[src/rtl/dbg_sig_sel_flt.sv]
// Debug probe front end: selects one raw probe, optionally inverts, synchronises and
// deglitches it, and reports filtered level, restart clear and edge count to the host.
module dbg_sig_sel_flt #(
    parameter int unsigned NUM_SIG    = 8,
    parameter int unsigned SEL_WH     = 3,
    parameter int unsigned WE_WIDTH   = 8,
    parameter int unsigned RE_WIDTH   = 8,
    parameter int unsigned DATA_WIDTH = 8
) (
    input  logic                  CLK,
    input  logic                  RST,
    input  logic [WE_WIDTH-1:0]   iWE_BIT,
    input  logic [RE_WIDTH-1:0]   iRE_BIT,
    input  logic [DATA_WIDTH-1:0] iDATA,
    output logic [DATA_WIDTH-1:0] oRD,
    input  logic [NUM_SIG-1:0]    iPROBE,
    output logic                  oSIG,
    output logic                  oCLR
);

    localparam int unsigned CNT_W   = 8;
    localparam logic [CNT_W-1:0] THR_RST = 8'h03;
    localparam logic [CNT_W-1:0] CNT_MAX = 8'hFF;

    logic [SEL_WH-1:0] sel_q, sel_d;
    logic [CNT_W-1:0]  thr_q, thr_d;
    logic              en_q, en_d;
    logic              inv_q, inv_d;
    logic              pend_q, pend_d;
    logic              clr_q, clr_d;
    logic              sync1_q, sync1_d;
    logic              sync2_q, sync2_d;
    logic              sig_q, sig_d;
    logic [CNT_W-1:0]  cnt_q, cnt_d;
    logic [CNT_W-1:0]  ecnt_q, ecnt_d;
    logic              raw_sel;
    logic              cfg_wr;
    logic              unused_bits;

    assign cfg_wr      = |iWE_BIT[2:0];
    assign unused_bits = ^{iWE_BIT[WE_WIDTH-1:3], iRE_BIT[RE_WIDTH-1:4]};

    // Probe mux; an out-of-range select yields constant 0
    always_comb begin : probe_mux
        raw_sel = 1'b0;
        for (int unsigned i = 0; i < NUM_SIG; i++) begin
            if (sel_q == SEL_WH'(i)) begin
                raw_sel = iPROBE[i];
            end
        end
    end

    always_comb begin : next_state
        sel_d   = sel_q;
        thr_d   = thr_q;
        en_d    = en_q;
        inv_d   = inv_q;
        pend_d  = cfg_wr;
        clr_d   = pend_q;
        sync1_d = sync1_q;
        sync2_d = sync2_q;
        sig_d   = sig_q;
        cnt_d   = cnt_q;
        ecnt_d  = ecnt_q;

        if (iWE_BIT[0]) sel_d = iDATA[SEL_WH-1:0];
        if (iWE_BIT[1]) thr_d = iDATA[CNT_W-1:0];
        if (iWE_BIT[2]) begin
            en_d  = iDATA[0];
            inv_d = iDATA[1];
        end

        // A config write restarts the whole datapath one cycle later, alongside oCLR
        if (pend_q || !en_q) begin
            sync1_d = 1'b0;
            sync2_d = 1'b0;
            sig_d   = 1'b0;
            cnt_d   = '0;
            if (pend_q) ecnt_d = '0;
        end else begin
            sync1_d = raw_sel ^ inv_q;
            sync2_d = sync1_q;
            if (sync2_q == sig_q) begin
                cnt_d = '0;
            end else if (cnt_q >= thr_q) begin
                sig_d = sync2_q;
                cnt_d = '0;
            end else begin
                cnt_d = cnt_q + CNT_W'(1);
            end
            if ((sig_d != sig_q) && (ecnt_q != CNT_MAX)) ecnt_d = ecnt_q + CNT_W'(1);
        end
    end

    always_ff @(posedge CLK) begin : regs
        if (RST) begin
            sel_q   <= '0;
            thr_q   <= THR_RST;
            en_q    <= 1'b1;
            inv_q   <= 1'b0;
            pend_q  <= 1'b0;
            clr_q   <= 1'b0;
            sync1_q <= 1'b0;
            sync2_q <= 1'b0;
            sig_q   <= 1'b0;
            cnt_q   <= '0;
            ecnt_q  <= '0;
        end else begin
            sel_q   <= sel_d;
            thr_q   <= thr_d;
            en_q    <= en_d;
            inv_q   <= inv_d;
            pend_q  <= pend_d;
            clr_q   <= clr_d;
            sync1_q <= sync1_d;
            sync2_q <= sync2_d;
            sig_q   <= sig_d;
            cnt_q   <= cnt_d;
            ecnt_q  <= ecnt_d;
        end
    end

    // Host read: OR of every addressed field
    always_comb begin : read_mux
        oRD = '0;
        if (iRE_BIT[0]) oRD = oRD | DATA_WIDTH'(sel_q);
        if (iRE_BIT[1]) oRD = oRD | DATA_WIDTH'(thr_q);
        if (iRE_BIT[2]) oRD = oRD | DATA_WIDTH'({inv_q, en_q});
        if (iRE_BIT[3]) oRD = oRD | DATA_WIDTH'(ecnt_q);
    end

    assign oSIG = sig_q;
    assign oCLR = clr_q;

endmodule

[config.mk]
export PLATFORM = sky130hd
export DESIGN_NAME = dbg_sig_sel_flt
export DESIGN_NICKNAME = d
export VERILOG_FILES = /design/src/rtl/dbg_sig_sel_flt.sv
export SDC_FILE = /design/constraint.sdc
export NUM_CORES = 1
export LEC_CHECK = 0
export ABC_AREA = 1
export BUFFER_PORTS_ARGS = -buffer_cell sky130_fd_sc_hd__buf_2
export CAP_MARGIN = 20
export CORE_UTILIZATION = 47
export DETAILED_ROUTE_END_ITERATION = 10
export HOLD_SLACK_MARGIN = 0.03
export PLACE_DENSITY = 0.82
export SYNTH_ARGS = -nofsm -noshare
export SYNTH_HDL_FRONTEND = slang
export SYNTH_SLANG_ARGS = --single-unit
[constraint.sdc]
create_clock -name CLK -period 1.5 [get_ports CLK]
set_clock_uncertainty 0.2 [all_clocks]
set_input_delay 0.3 -clock CLK [delete_from_list [all_inputs] [get_ports CLK]]
set_output_delay 0.3 -clock CLK [all_outputs]
set_load 0.1 [all_outputs]
==> impl_metrics.tcl, run 1 <==
set metrics [dict create \
    n_antenna_cell 0 \
    timing.rr.start "thr_q[6]" \
    min_path_cells 2 \
    drc 0 \
    timing.final.crit_share 1.27 \
    drive_above_1_share 0.512 \
    antenna_found_initial 0 \
    viasPerCell 5.75 \
    dieArea_sq_um 4130 \
    die_y_um 64.3 \
    routabilityCongestion 0.923 \
    dp_hpwl_um 3670 \
    min_path_type "in -> reg" \
    initial_utilization 0.494 \
    drv_slew 0 \
    final_area_sq_um 3000 \
    grt-ovfl-total 0 \
    cts_tree "built" \
    yosysUniqueCellTypes 32 \
    nets 377 \
    hold_viol 0 \
    cp_common_cell "nand3_4" \
    end_kind "flip-flop" \
    synthCells 251 \
    yosysSeqAreaShare 0.374 \
    avgSynthCellArea_sq_um 7.26 \
    hold_path.startpoint "iWE_BIT[2]" \
    ioPinCount 44 \
    synth_top_area_frac 0.374 \
    final_cell_mix "buf_4 (35), nand2_1 (30), inv_1 (26)" \
    placed_cell_area_sq_um 2550 \
    cts-root-buf "clkbuf_8" \
    critPathSlowestCell "dfxtp_2" \
    grt_pass1_wl_um 9290 \
    power_density_nw_per_um2 770 \
    final_common_cell "buf_4" \
    wl_um 6710 \
    clockBufferDepth 2 \
    rr_worst_depth 10 \
    grt_usage 0.300 \
    ant_nets 0 \
    firstDrtPassIters 5 \
    grt_max_degree 15 \
    yosysWarnings 0 \
    start_kind "flip-flop" \
    synth_seq_cells 34 \
    setup_violations 26 \
    clk_latency_ps 300 \
    synth_largest_area_cell "dfxtp_1" \
    fmax_mhz 524 \
    peakVddDrop_mv 0.671 \
    setup_slack_ps -410 \
    worst-path-max-fanout 8 \
    drtIter0Drc 162 \
    numCtsBuffers 5 \
    r2r_slack_ps -410 \
    status "finished, violations left" \
    rows 22 \
    cp.required_ps 1520 \
    rsz0062_at_grt "true" \
    synthTopCellsByArea "dfxtp_1 (37%), nand2_1 (8.7%), inv_1 (7.8%)" \
    crit_type "reg -> reg" \
    io_buffer_count 34 \
    grt_pass1_vias 2018 \
    syn-cell-area_sq_um 1820 \
    cp_cell_sequence "inv_2 > ha_4 > nand2_4 > nor2_4 > buf_4 > nand2_2 > nand3_4 > nor2_2 > nand3_4 > a21oi_1" \
    cp.arrival_ps 1930 \
    tightestPinTransition_ps 488 \
    die_x_um 64.3 \
    core_area_sq_um 3690 \
    slew_headroom 0.674 \
    max-cap-violations 0 \
    cts_sinks 34 \
    period_minus_slack_ps 1910 \
    rr_endpoint "cnt_q[4]" \
    num_vias 2198 \
    wire_per_inst_um 17.6 \
    violations "setup timing" \
    htree_num_levels 2 \
    syn_to_final_growth_pct 64.4 \
    leakage_nw 1.26 \
    holdPathEnd "en_q" \
    slowest_delay_ps 330 \
    syn-num-nets 295 \
    worst_hold_slack_ps 60.9 \
    clk_pin_slew_worst_paths_ps 80 \
]
worst max-delay path, delay by kind of cell (launching register included):
kind / cells / cell delay [ps]
simple gates: 6 / 690
flops: 1 / 330
fa+ha+maj: 1 / 240
compound gates: 1 / 170
buf+inv: 2 / 170
flip-flops by register name, summed over array words and instances (netlist names):
register and flops:
oCLR 1, clr_d 1, sync1_q 1, inv_q 1
ecnt_q 8, oSIG 1, cnt_q 8, sync2_q 1
thr_q 8, en_q 1, sel_q 3
synthesized netlist by cell type:
master     count
dfxtp_1       34
xor2_1         2
or2_2          1
inv_1         38
a21o_1         1
nor2_1        22
nand2_1       42
nand2_2        1
a21oi_1       27
o22ai_1        4
nand3_2        2
nand3_1       16
nor4_1         1
o21a_1         1
nor3_2         3
o21ai_0       20
or2_1          2
xnor2_1        1
clkbuf_1       2
inv_2          1
a31oi_1        1
nand2_4        2
nor2_2         4
a21oi_2        2
o211ai_1       1
buf_4          1
nand4_1        3
buf_2          1
ha_1          10
nor3_1         2
nand4_4        1
o2111ai_1      2
routing by layer:
metal / GRT usage / vias up / share of wire
li1: - / 995 / -
met1: 0.332 / 1022 / 0.39
met2: 0.538 / 139 / 0.50
met3: 0.0607 / 42 / 0.059
met4: 0.150 / 0 / 0.050
met5: 0 / - / 0
kinds of logic (layout without fill, tap and decap cells):
logic type,after synthesis,in the layout,share of synthesized area
buffers and inverters,43,125,0.0913
AO/OA/AOI/OAI,59,59,0.178
flip-flops,34,34,0.374
XOR/XNOR,3,3,0.0144
AND/OR/NAND/NOR,102,103,0.274
adder cells (fa/ha/maj),10,10,0.0687
worst max-delay path by stage:
stage                     startpoint  cells after the start         to
after global placement      thr_q[5]                     11  ecnt_q[3]
final                       thr_q[6]                     10   cnt_q[4]
after detailed placement    thr_q[2]                     11   cnt_q[1]
after floorplan           iRE_BIT[1]                      2     oRD[6]
after global routing        cnt_q[3]                      8   cnt_q[4]
after CTS                   thr_q[2]                      4     oRD[2]
area by class of cell:
class / instances / area [sq um]
clock inverters: 1 / 5.00
inverters: 39 / 160
flip-flops and latches: 34 / 712
clock buffers: 7 / 86.3
multi-input cells: 175 / 1290
repair buffers: 78 / 683
well taps: 48 / 60.1
fillers: 228 / 693
power by group:
part | switching, mW | internal [mW]
registers | 0.0281 | 0.937
clock network | 0.365 | 0.371
logic | 0.361 | 0.243
repair_timing:
action,CTS,global route
endpoints found under the hold margin,1,0
pin swaps,15,16
setup endpoints to repair,25,26
resized for setup,42,21
gates cloned,1,0
hold buffers,1,0
setup buffers,6,9
stage by stage:
| stage | TNS, ps | utilization | instances | setup WS [ps] | power, mW |
|---|---|---|---|---|---|
| 6_report | -7910 | 0.812 | 382 | -410 | 2.31 |
| 5_1_grt | -9060 | 0.812 | 382 | -466 | 2.39 |
| 4_1_cts | -5870 | 0.780 | 375 | -310 | 2.23 |
| 3_5_place_dp | -4770 | 0.693 | 359 | -302 | 1.47 |
| 3_3_place_gp | -3690 | 0.693 | 359 | -246 | 1.46 |
| 2_1_floorplan | -5640 | - | 251 | -895 | 1.27 |
(Power assumes the default switching activity.)
==> run 2: changes to the inputs <==
--- a/config.mk
+++ b/config.mk
@@ -9,9 +9,11 @@
 export BUFFER_PORTS_ARGS = -buffer_cell sky130_fd_sc_hd__buf_2
 export CAP_MARGIN = 20
 export CORE_UTILIZATION = 47
+export CTS_BUF_LIST = sky130_fd_sc_hd__clkbuf_4 sky130_fd_sc_hd__clkbuf_8
+export CTS_CLUSTER_DIAMETER = 150
 export DETAILED_ROUTE_END_ITERATION = 10
 export HOLD_SLACK_MARGIN = 0.03
-export PLACE_DENSITY = 0.82
+export PLACE_DENSITY = 0.8
 export SYNTH_ARGS = -nofsm -noshare
 export SYNTH_HDL_FRONTEND = slang
 export SYNTH_SLANG_ARGS = --single-unit
==> constraint.sdc (replaced) <==
create_clock -name CLK -period 2.2 [get_ports CLK]
set_clock_uncertainty 0.2 [all_clocks]
set_input_delay 0.44 -clock CLK [delete_from_list [all_inputs] [get_ports CLK]]
set_output_delay 0.44 -clock CLK [all_outputs]
set_load 0.1 [all_outputs]
==> run 2 against run 1 <==
The run now ends clean. Clock-buffer cell count unchanged. Global-route usage is 7.5 points lower. Sequential cell count did not move. Worst setup slack better by 580 ps. Sequential power fell by 32%. Die area is the same. Utilization shrank 20 points. Register-to-register slack better by 650 ps. Cell count down 12%. Total power decreased by 38%. Combinational power down 54%. Critical endpoint is now oRD[3]. Largest cell class unchanged. Largest power group unchanged.
==> impl_metrics.tcl, run 2 (synthesis gave the netlist of run 1 again) <==
set metrics [dict create \
    num_vias 1736 \
    sw_frac_of_total 0.300 \
    postLayoutCoreUtil 0.611 \
    holdPathEnd "en_q" \
    wire_per_inst_um 12.2 \
    end_kind "output port" \
    drtIter0Drc 86 \
    fill_cells 344 \
    p_int_uw 996 \
    cts_resized 0 \
    clockBufferDepth 2 \
    numCtsBuffers 5 \
    slew_headroom 0.676 \
    dieArea_sq_um 4130 \
    max-cap-violations 0 \
    critPathSlowestCell "dfxtp_1" \
    grt_usage 0.225 \
    hold_viol 0 \
    die_y_um 64.3 \
    tightestPinTransition_ps 489 \
    start_kind "flip-flop" \
    placed_cell_area_sq_um 2160 \
    timing.final.crit_share 0.922 \
    status "completed" \
    io_buffer_count 34 \
    grt_max_degree 15 \
    rows 22 \
    final_cell_mix "nand2_1 (42), inv_1 (38), dfxtp_1 (34)" \
    worst-path-max-fanout 6 \
    min_path_type "in -> reg" \
    hold_path.startpoint "iWE_BIT[2]" \
    worst_hold_slack_ps 196 \
    slowest_delay_ps 470 \
    rr_endpoint "cnt_q[4]" \
    grt-ovfl-total 0 \
    clk_pin_slew_worst_paths_ps 70 \
    largest_registers "cnt_q (8), ecnt_q (8), thr_q (8)" \
    final_area_sq_um 2250 \
    firstDrtPassIters 4 \
    n_antenna_cell 0 \
    ctsHoldBuffers 0 \
    routabilityCongestion 0.858 \
    clock_power_share 0.342 \
    r2r_slack_ps 240 \
    cts_setup_buffers 0 \
    min_path_cells 2 \
    period_minus_slack_ps 2030 \
    wl_um 4130 \
    nets 333 \
    cp.arrival_ps 1390 \
    ioPinCount 44 \
    cp_top_family "flip-flops" \
    antenna_found_initial 0 \
    crit_type "reg -> out" \
    grt_pass1_vias 1657 \
    htree_num_levels 2 \
    die_x_um 64.3 \
    setup_violations 0 \
    syn_to_final_growth_pct 23.6 \
    cp_cell_sequence "inv_1 > o22ai_1 > buf_12" \
    clk_latency_ps 290 \
    cts_sinks 34 \
    ant_nets 0 \
    initial_utilization 0.494 \
    dp_hpwl_um 3140 \
    peakVddDrop_mv 0.420 \
    drv_slew 0 \
    p_switching_uw 426 \
    seqPwrFrac 0.461 \
    cp.required_ps 1560 \
    cts_tree "built" \
    rr_worst_depth 8 \
    multi_input_area_sq_um 987 \
    setup_tns_ps 0 \
    drive_above_1_share 0.214 \
    final_common_cell "nand2_1" \
    power_density_nw_per_um2 632 \
    combPwrFrac 0.197 \
    core_area_sq_um 3690 \
    grt_pass1_wl_um 7060 \
    rsz0062_at_grt "false" \
    cts-root-buf "clkbuf_8" \
    timing.rr.start "thr_q[7]" \
    drc 0 \
    seq_area_sq_um 681 \
    viasPerCell 5.14 \
    cp.buffers_inverters 2 \
    fmax_mhz 493 \
    leakage_nw 1.03 \
]
## run 2: cell types whose count changed in the layout (fill, tap and decap cells not counted), sizes merged
cell	change
buf	-42
dlygate4sd3	-1
nand2	-1
clkinvlp	-3
inv	+3
## run 2: through the flow
stage | power (mW) | std cells | worst slack [ps]
6_report | 1.42 | 338 | 171
5_1_grt | 1.50 | 338 | 88.5
3_5_place_dp | 0.948 | 330 | 302
4_1_cts | 1.44 | 338 | 163
2_1_floorplan | 0.848 | 251 | -448
3_3_place_gp | 0.943 | 330 | 339
## run 2: layout make-up
type / count / share of cell area
clock inverter: 1 / 0.00222
sequential: 34 / 0.302
clock buffer: 7 / 0.0400
inverter: 39 / 0.0650
multi-input combinational: 174 / 0.438
tap: 48 / 0.0267
timing repair buffer: 35 / 0.126
## run 2: worst max path at each step
stage | start | endpoint | depth (start not counted)
2_1_floorplan | ecnt_q[3] | oRD[3] | 2
3_3_place_gp | iRE_BIT[1] | oRD[7] | 4
3_5_place_dp | thr_q[7] | cnt_q[4] | 8
4_1_cts | ecnt_q[3] | oRD[3] | 3
5_1_grt | thr_q[3] | cnt_q[4] | 11
6_report | ecnt_q[3] | oRD[3] | 3
## run 2: power groups by stage
stage / sequential (mW) / combinational (mW) / clock (mW)
6_report: 0.656 / 0.280 / 0.486
5_1_grt: 0.659 / 0.303 / 0.536
4_1_cts: 0.656 / 0.280 / 0.499
3_5_place_dp: 0.670 / 0.278 / 0
3_3_place_gp: 0.669 / 0.274 / 0
2_1_floorplan: 0.671 / 0.177 / 0
## run 2: metal layers
layer  GRT usage  part of all wire  routed length [um]  vias to the layer above
met5           0                 0                   0                        -
met4       0.114             0.022                  92                        0
met3      0.0607             0.063                 262                        7
met2       0.374              0.47                1950                       59
met1       0.265              0.44                1820                      764
li1            -                 -                   -                      906
